[src/rtl/alu_pkg.sv]
// Shared opcode/state types and decode helpers for the ALU sequencing controller.
package alu_pkg;

  localparam int DIV_WIDTH = 16;

  typedef enum logic [3:0] {
    IADD = 4'b0000,
    ISUB = 4'b0001,
    IMUL = 4'b0010,
    IDIV = 4'b0011,
    IREM = 4'b0100,
    INEG = 4'b0101,
    IOR  = 4'b1000,
    IXOR = 4'b1001,
    ISHL = 4'b1100,
    ISHR = 4'b1101,
    IAND = 4'b1111
  } alu_op_t;

  typedef enum logic [1:0] {
    IDLE = 2'd0,
    EXEC = 2'd1,
    DIV  = 2'd2,
    DONE = 2'd3
  } seq_state_t;

  // Opcodes 0110, 0111, 1010, 1011 and 1110 are undefined.
  function automatic logic op_is_legal(input logic [3:0] op);
    logic legal;
    case (op)
      IADD, ISUB, IMUL, IDIV, IREM, INEG,
      IOR, IXOR, ISHL, ISHR, IAND: legal = 1'b1;
      default:                     legal = 1'b0;
    endcase
    return legal;
  endfunction

  function automatic logic op_is_div(input logic [3:0] op);
    return (op == IDIV) || (op == IREM);
  endfunction

endpackage

[src/rtl/alu.sv]
// Combinational integer ALU for every non-divide opcode.
module alu
  import alu_pkg::*;
#(
  parameter int WIDTH = 32
) (
  input  logic [3:0]       op,
  input  logic [WIDTH-1:0] a,
  input  logic [WIDTH-1:0] b,
  output logic [WIDTH-1:0] y
);

  localparam int SHW = $clog2(WIDTH);

  logic [SHW-1:0] amt;
  logic [31:0]    prod;

  assign amt  = b[SHW-1:0];
  assign prod = {16'b0, a[15:0]} * {16'b0, b[15:0]};

  // Opcode decode; divide and undefined opcodes yield zero here.
  always_comb begin
    y = '0;
    case (alu_op_t'(op))
      IADD:    y = a + b;
      ISUB:    y = a - b;
      IMUL:    y = WIDTH'(prod);
      INEG:    y = ~a;
      ISHL:    y = a << amt;
      ISHR:    y = a >> amt;
      IAND:    y = a & b;
      IOR:     y = a | b;
      IXOR:    y = a ^ b;
      default: y = '0;
    endcase
  end

endmodule

[src/rtl/alu_seq_ctrl_div_iter.sv]
// Iterative unsigned restoring divider: one quotient bit per cycle, W cycles.
// done is a single-cycle pulse after the last iteration; outputs hold until
// the next start.
module div_iter #(
  parameter int W = 16
) (
  input  logic         clk,
  input  logic         rst,
  input  logic         start,
  input  logic [W-1:0] dividend,
  input  logic [W-1:0] divisor,
  output logic         done,
  output logic [W-1:0] quotient,
  output logic [W-1:0] remainder
);

  localparam int CW = $clog2(W);

  logic [W-1:0]  dvs;
  logic [CW-1:0] cnt;
  logic          active;
  logic [W:0]    shifted;
  logic [W:0]    diff;

  // Trial subtraction of the divisor from the shifted partial remainder.
  always_comb begin
    shifted = {remainder, quotient[W-1]};
    diff    = shifted - {1'b0, dvs};
  end

  // Load on start, then shift in one quotient bit per cycle.
  always_ff @(posedge clk or posedge rst) begin
    if (rst) begin
      dvs       <= '0;
      cnt       <= '0;
      active    <= 1'b0;
      done      <= 1'b0;
      quotient  <= '0;
      remainder <= '0;
    end else begin
      done <= 1'b0;
      if (start) begin
        remainder <= '0;
        quotient  <= dividend;
        dvs       <= divisor;
        cnt       <= '0;
        active    <= 1'b1;
      end else if (active) begin
        remainder <= diff[W] ? shifted[W-1:0] : diff[W-1:0];
        quotient  <= {quotient[W-2:0], ~diff[W]};
        cnt       <= cnt + CW'(1);
        if (cnt == CW'(W - 1)) begin
          active <= 1'b0;
          done   <= 1'b1;
        end
      end
    end
  end

endmodule

[src/rtl/alu_seq_ctrl.sv]
// Sequencing controller in front of the integer ALU: one op per request,
// registered result, IDIV/IREM routed through the iterative divider.
//
// Handshakes: a request is accepted on a rising edge where req_valid and
// req_ready are both high (req_ready is high only in IDLE); a response is
// consumed on a rising edge where resp_valid and resp_ready are both high,
// and result/flags hold steady for as long as resp_valid waits on resp_ready.
module alu_seq_ctrl
  import alu_pkg::*;
#(
  parameter int WIDTH = 32
) (
  input  logic             clk,
  input  logic             rst,
  input  logic             req_valid,
  output logic             req_ready,
  input  logic [3:0]       op_select,
  input  logic [WIDTH-1:0] operand_a,
  input  logic [WIDTH-1:0] operand_b,
  output logic             resp_valid,
  input  logic             resp_ready,
  output logic [WIDTH-1:0] result,
  output logic             div_by_zero,
  output logic             illegal_op,
  output logic             busy,
  output seq_state_t       fsm_state
);

  seq_state_t           state, state_next;
  logic [3:0]           op_q;
  logic [WIDTH-1:0]     a_q, b_q;
  logic [WIDTH-1:0]     alu_y;
  logic                 div_start, div_done;
  logic [DIV_WIDTH-1:0] quo, rem;
  logic                 accept, handshake;
  logic                 req_is_div, req_dbz, req_illegal;

  assign req_ready   = (state == IDLE);
  assign busy        = (state != IDLE);
  assign fsm_state   = state;
  assign accept      = req_valid & req_ready;
  assign handshake   = resp_valid & resp_ready;
  assign req_is_div  = op_is_div(op_select);
  assign req_dbz     = req_is_div && (operand_b[DIV_WIDTH-1:0] == '0);
  assign req_illegal = !op_is_legal(op_select);

  alu #(.WIDTH(WIDTH)) u_alu (
    .op (op_q),
    .a  (a_q),
    .b  (b_q),
    .y  (alu_y)
  );

  div_iter #(.W(DIV_WIDTH)) u_div (
    .clk       (clk),
    .rst       (rst),
    .start     (div_start),
    .dividend  (operand_a[DIV_WIDTH-1:0]),
    .divisor   (operand_b[DIV_WIDTH-1:0]),
    .done      (div_done),
    .quotient  (quo),
    .remainder (rem)
  );

  // State register; resp_valid rises one cycle after entering DONE.
  always_ff @(posedge clk or posedge rst) begin
    if (rst) begin
      state      <= IDLE;
      resp_valid <= 1'b0;
    end else begin
      state      <= state_next;
      resp_valid <= (state == DONE) && !handshake;
    end
  end

  // Next-state decode; the divider is started directly from the request.
  always_comb begin
    state_next = state;
    div_start  = 1'b0;
    case (state)
      IDLE: begin
        if (req_valid) begin
          if (req_illegal || req_dbz) begin
            state_next = DONE;
          end else if (req_is_div) begin
            state_next = DIV;
            div_start  = 1'b1;
          end else begin
            state_next = EXEC;
          end
        end
      end
      EXEC:    state_next = DONE;
      DIV:     if (div_done) state_next = DONE;
      DONE:    if (handshake) state_next = IDLE;
      default: state_next = IDLE;
    endcase
  end

  // Operand latch, result capture and response flags.
  always_ff @(posedge clk or posedge rst) begin
    if (rst) begin
      op_q        <= '0;
      a_q         <= '0;
      b_q         <= '0;
      result      <= '0;
      div_by_zero <= 1'b0;
      illegal_op  <= 1'b0;
    end else if (accept) begin
      op_q        <= op_select;
      a_q         <= operand_a;
      b_q         <= operand_b;
      result      <= '0;
      div_by_zero <= req_dbz;
      illegal_op  <= req_illegal;
    end else if (state == EXEC) begin
      result <= alu_y;
    end else if ((state == DIV) && div_done) begin
      result <= {{(WIDTH-DIV_WIDTH){1'b0}}, (op_q == IDIV) ? quo : rem};
    end else if (handshake) begin
      div_by_zero <= 1'b0;
      illegal_op  <= 1'b0;
    end
  end

endmodule

[config.mk]
export PLATFORM = sky130hd
export DESIGN_NAME = alu_seq_ctrl
export DESIGN_NICKNAME = d
export VERILOG_FILES = /design/src/rtl/alu_pkg.sv /design/src/rtl/alu.sv /design/src/rtl/alu_seq_ctrl_div_iter.sv /design/src/rtl/alu_seq_ctrl.sv
export SDC_FILE = /design/constraint.sdc
export NUM_CORES = 2
export LEC_CHECK = 0
export ABC_AREA = 0
export ABC_CLOCK_PERIOD_IN_PS = 7900
export CORE_MARGIN = 3
export CORE_UTILIZATION = 30
export DETAILED_ROUTE_END_ITERATION = 7
export PLACE_DENSITY = 0.52
export SLEW_MARGIN = 20
export SYNTH_ARGS = -nofsm -noshare
export SYNTH_HDL_FRONTEND = slang
export SYNTH_SLANG_ARGS = --single-unit
[constraint.sdc]
create_clock -name clk -period 7.9 [get_ports clk]
set_input_delay 0.79 -clock clk [delete_from_list [all_inputs] [get_ports clk]]
set_output_delay 0.79 -clock clk [all_outputs]
set_load 0.01 [all_outputs]
# Word-level counts from Yosys, hierarchy flattened
# Memory sizes are Yosys's and may differ from the RTL's.
# Index checks and enable logic that the tools add are counted.
[classes]
n_addsub = 4
n_mul = 1
eq_ne = 20
n_shift = 2
n_mux = 33
bitwise = 7
reduce_logical = 16
[ops]
columns = ["operator", "count"]
rows = [
  ["$pmux W32 S9", 1],
  ["$mux W16", 6],
  ["$mux W32", 3],
  ["$add A32 B32 Y32", 1],
  ["$and A32 B32 Y32", 1],
  ["$mul A16 B16 Y32", 1],
  ["$not A32 Y32", 1],
  ["$or A32 B32 Y32", 1],
  ["$shl A32 B5 Y32", 1],
  ["$shr A32 B5 Y32", 1],
  ["$sub A32 B32 Y32", 1],
  ["$xor A32 B32 Y32", 1],
  ["$eq A4 B4 Y1 const B", 6],
  ["$sub A17 B16 Y17", 1],
  ["$logic_not A16 Y1", 1],
  ["$mux W1", 15],
  ["$eq A4 B2 Y1 const B", 3],
  ["$mux W2", 5],
  ["$eq A4 B3 Y1 const B", 2],
  ["$mux W4", 2],
  ["$ne A2 B2 Y1 const B", 4],
  ["$pmux W2 S4", 1],
  ["$reduce_and A3 Y1", 2],
  ["$reduce_bool A2 Y1", 3],
  ["13 further kinds", 19],
]
[word_totals]
reg_bits = 159
mem_bits_ro = 16
in_bits = 72
output_inout_bits = 39
word_cells = 98
n_memories = 1
[memory_table]
columns = ["memory", "depth", "width", "read_ports", "rd_ports_with_merged_regs", "wr", "line", "rtl"]
rows = [
  ["(no name shown)", 16, 1, 1, 0, 0, "alu_pkg.sv:30", "case (op)"],
]

# Depth between registers and ports, before layout
[logic_depth]
ltp_word = 8
ltp_mapped = 27

# Hierarchy
# A second synthesis with hierarchy kept.
[unflattened]
hier_cells = 2765
area_unflattened_um2 = 23288.6
[modules_own_cells]
columns = ["mod", "instances", "cells_per_inst", "area_each_um2"]
rows = [
  ["alu", 1, 2098, 15688.8],
  ["alu_seq_ctrl", 1, 332, 4374.2],
  ["div_iter", 1, 335, 3225.6],
]

# Worst setup path after synthesis
# OpenSTA, ideal clock, no wires.
[synth_timing]
path_type = "flip-flop to flip-flop"
start = "reg b_q[3]"
end = "reg result[30]"
setup_time_ps = 126
arrival_ps = 6544
t_required_ps = 7774
setup_slack_ps = 1230
path_stages_with_launch = 25
n_path_buf = 4
synth_period_minus_slack_ps = 6670
cell_sequence = "dfrtp_1 > clkbuf_1 > clkbuf_1 > buf_1 > clkbuf_1 > nand2_1 > fa_1 > fa_1 > fa_1 > inv_1 > fa_1 > fa_1 > inv_1 > fa_1 > inv_1 > ha_1 > a21oi_1 > inv_1 > a211oi_1 > a2bb2oi_2 > nor3_1 > a211oi_1 > xor2_1 > o221ai_1 > a221o_1"
[synth_via]
elab_chain_cells = 4
word_cells_on_any_way = 8
classes_between = "add/sub (2); mul (1); shift (2); mux (3)"
[synth_lines]
columns = ["item", "line", "rtl"]
rows = [
  ["start, declared", "alu_seq_ctrl.sv:31", "logic [WIDTH-1:0] a_q, b_q;"],
  ["start signal, assigned", "alu_seq_ctrl.sv:112", "b_q <= operand_b;"],
  ["$mul A16 B16 Y32 (tied with other cells)", "alu.sv:19", "assign prod = {16'b0, a[15:0]} * {16'b0, b[15:0]};"],
  ["$pmux W32 S9 (*)", "alu.sv:24", "case (alu_op_t'(op))"],
  ["$mux W32 (*)", "alu_seq_ctrl.sv:116", "end else if (state == EXEC) begin"],
  ["$mux W32 (*)", "alu_seq_ctrl.sv:109", "end else if (accept) begin"],
  ["end signal, assigned", "alu_seq_ctrl.sv:117", "result <= alu_y;"],
  ["end signal, assigned", "alu_seq_ctrl.sv:119", "result <= {{(WIDTH-DIV_WIDTH){1'b0}}, (op_q == IDIV) ? quo : rem};"],
  ["end, declared", "alu_seq_ctrl.sv:22", "output logic [WIDTH-1:0] result,"],
]
# Mark *: on every way between the ends. The rest lies on a longest branch, timed or not.
# A chain may end at the register's enable or synchronous reset.

# Worst setup path in the final report
[layout_timing]
start = "reg b_q[7]"
end = "reg result[28]"
[layout_via]
elab_chain_cells = 4
word_cells_on_any_way = 6
classes_between = "add/sub (2); mul (1); mux (3)"
[layout_lines]
columns = ["item", "line"]
rows = [
  ["$mul A16 B16 Y32 (tied with other cells)", "alu.sv:19"],
  ["$pmux W32 S9 (*)", "alu.sv:24"],
  ["$mux W32 (*)", "alu_seq_ctrl.sv:116"],
  ["$mux W32 (*)", "alu_seq_ctrl.sv:109"],
]
# Marks and branches as above.

==> flow_summary.yaml <==
sta:
  period_share_pct: 89.1
  tns_ps: 0
  hold_viol: 0
  finalMaxSlewViolations: 0
  max_freq_mhz: 142
  slew-limit-headroom_pct: 25.0
  min_period_ps: 7040
  clock_skew_ps: 19.4
  worst_pin_slew_ps: 1120
  rsz0062_at_grt: "false"
  finalSetupViolCount: 0
clock_tree:
  post_cts_buffers: 0
  cts-root-buf: "clkbuf_16"
  clock-sinks: 159
  cts-buffers-inserted: 17
  cts_hold_buffers: 0
  clock_latency_ps: 480
  clkTransAtPathRegs_ps: 80
  clockBufferDepth: 2
  h-tree-depth: 4
  cts_resized: 0
  cts_tree: "built"
floorplan:
  io-pin-count: 111
  core_um2: 76500
  die_h_um: 285
  dieArea_um2: 81000
  num_rows: 101
  die_w_um: 285
  start_util_pct: 30.4
layout:
  layout_commonest_cell: "nand2_1"
  most-common-layout-cells: "349 x nand2_1, 332 x inv_1, 284 x nor2_1"
  fin_nets: 3280
  drive_above_1_share_pct: 6.46
  areaGrowthSynthToFinish_pct: 11.8
hold_path:
  worstHoldPathCells: 2
  hold_start: "u_div.dvs[0]$_DFFE_PP0P_"
  hold_end: "u_div.dvs[0]$_DFFE_PP0P_"
  hold_path.class: "flop to flop"
logic_synthesis:
  yosysWarnings: 0
  yosysTopAreaCell: "dfrtp_1"
  ys_seq_area_share_pct: 17.1
  syn_area_um2: 23300
  synthTopCellsByArea: "dfrtp_1 17%, fa_1 17%, ha_1 12%"
  synth_edf_count: 0
  netlist_instances: 2773
  synth_top_cell_area_share_pct: 17.1
  postSynthAreaPerCell_um2: 8.39
  ys.flop_type: "dfrtp_1"
  synth-seq-cells: 159
  async_reset_ff_share_pct: 100
  synth_cell_types: 82
  syn_nets: 3263
grt:
  grt_remaining_overflow: 0
  grt_pass1_vias: 21200
  grt_max_degree: 77
  antenna_found_initial: 2
  grt_pass1_wl_mm: 141
  grt_usage_pct: 23.1
drt:
  drc_errors: 0
  wirelength_mm: 94.9
  route.vias.total: 21500
  via_per_inst: 5.61
  drt_iter0_markers: 2342
  post_drt_wl_per_cell_um: 24.7
  drtPass1Iterations: 8
  final_antenna_net_count: 0
setup_path:
  critPathLaunchType: "flop"
  cp-end-kind: "flop"
  path_max_fanout: 15
  critPathKind: "flop to flop"
  r2r_start: "b_q[7]$_DFFE_PP0P_"
  reg2reg_depth: 20
  r2r-end: "result[28]$_DFFE_PP0P_"
  critPathRequiredTime_ps: 8250
  r2r_slack_ps: 860
  arrival_ps: 7390
place:
  gp_congestion: 1.03
  io_buffers: 110
  hpwl_mm: 74.2
job:
  drv_cap: 0
outcome:
  status: "complete, no violations"
[metrics by stage]
step	hold WS [ps]	area, µm²	cells	util (%)	setup slack, ps
final	494	26000	3835	34.0	862
after global routing	542	26000	3833	34.0	573
after CTS	498	26000	3833	34.0	959
after detailed placement	481	25400	3801	33.3	976
after global placement	475	25400	3801	33.3	1110
after floorplan	450	23300	2773	-	1230
[synthesized netlist by cell type, types with 16 or more instances]
master and number:
ha_1 222, mux2i_1 86, fa_1 196, clkbuf_1 126
o221ai_1 35, o22ai_1 23, mux4_2 37, a211oi_1 32
nand3_1 30, buf_2 22, xor2_1 23, a21o_1 30
dfrtp_1 159, xnor2_1 65, a31oi_1 20, a221oi_1 33
nor2_1 286, nor3_1 42, buf_1 16, o21ai_0 187
inv_1 334, nand2_1 349, mux4_1 17, a21oi_1 133
[worst max-delay path by stage]
stage	startpoint	end	slack [ps]	cells after the start
finish	b_q[7]$_DFFE_PP0P_	result[28]$_DFFE_PP0P_	860	20
global route	b_q[10]$_DFFE_PP0P_	result[28]$_DFFE_PP0P_	570	22
CTS	b_q[7]$_DFFE_PP0P_	result[28]$_DFFE_PP0P_	960	20
global placement	a_q[3]$_DFFE_PP0P_	result[28]$_DFFE_PP0P_	1110	23
floorplan	b_q[3]$_DFFE_PP0P_	result[30]$_DFFE_PP0P_	1230	24
detailed placement	b_q[7]$_DFFE_PP0P_	result[28]$_DFFE_PP0P_	980	20
[critical path, stage by stage (launching register included)]
cell and delay (ps):
dfrtp_1 730, clkinv_1 500, nor2_1 270, fa_1 460
fa_1 510, fa_1 570, fa_1 430, fa_1 490
inv_1 50, fa_1 470, inv_1 40, ha_1 380
and3_1 220, and2_1 230, nand2_1 110, a2bb2oi_2 350
o21bai_1 160, a221oi_2 400, mux2i_1 130, a2111oi_0 330
o21ai_1 90
[sequential cells by signal, summed over array words and instances (netlist names)]
signal,cells
resp_valid,1
u_div.quotient,16
b_q,32
u_div.active,1
u_div.remainder,16
a_q,32
u_div.cnt,4
u_div.done,1
fsm_state,2
result,32
u_div.dvs,16
op_q,4
div_by_zero,1
illegal_op,1
[metal layers]
metal	global-route usage [%]	part of all wire, %
met1	32.2	43
met3	4.81	9.1
met2	35.8	44
met4	7.69	3.5
met5	0	0.014
[cell type report]
class / count / area (µm²)
sequential: 159 / 3990
clock inverter: 14 / 153
timing repair buffer: 171 / 1560
antenna: 2 / 5.00
multi-input combinational: 2092 / 17300
fill: 8026 / 50400
clock buffer: 18 / 439
tap: 1030 / 1290
inverter: 349 / 1320
[cell families after synthesis]
kind of cell    Yosys count  synth area share, %
buf+inv                 522                 8.80
xor+xnor                 88                 3.31
compound gates          631                 17.7
fa+ha+maj               418                 28.8
simple gates            802                 14.5
flops                   159                 17.1
mux                     153                 9.84
Power is left out: the tool's default activity adds up to more than one toggle a clock period on the data nets, which glitch-free logic cannot reach.
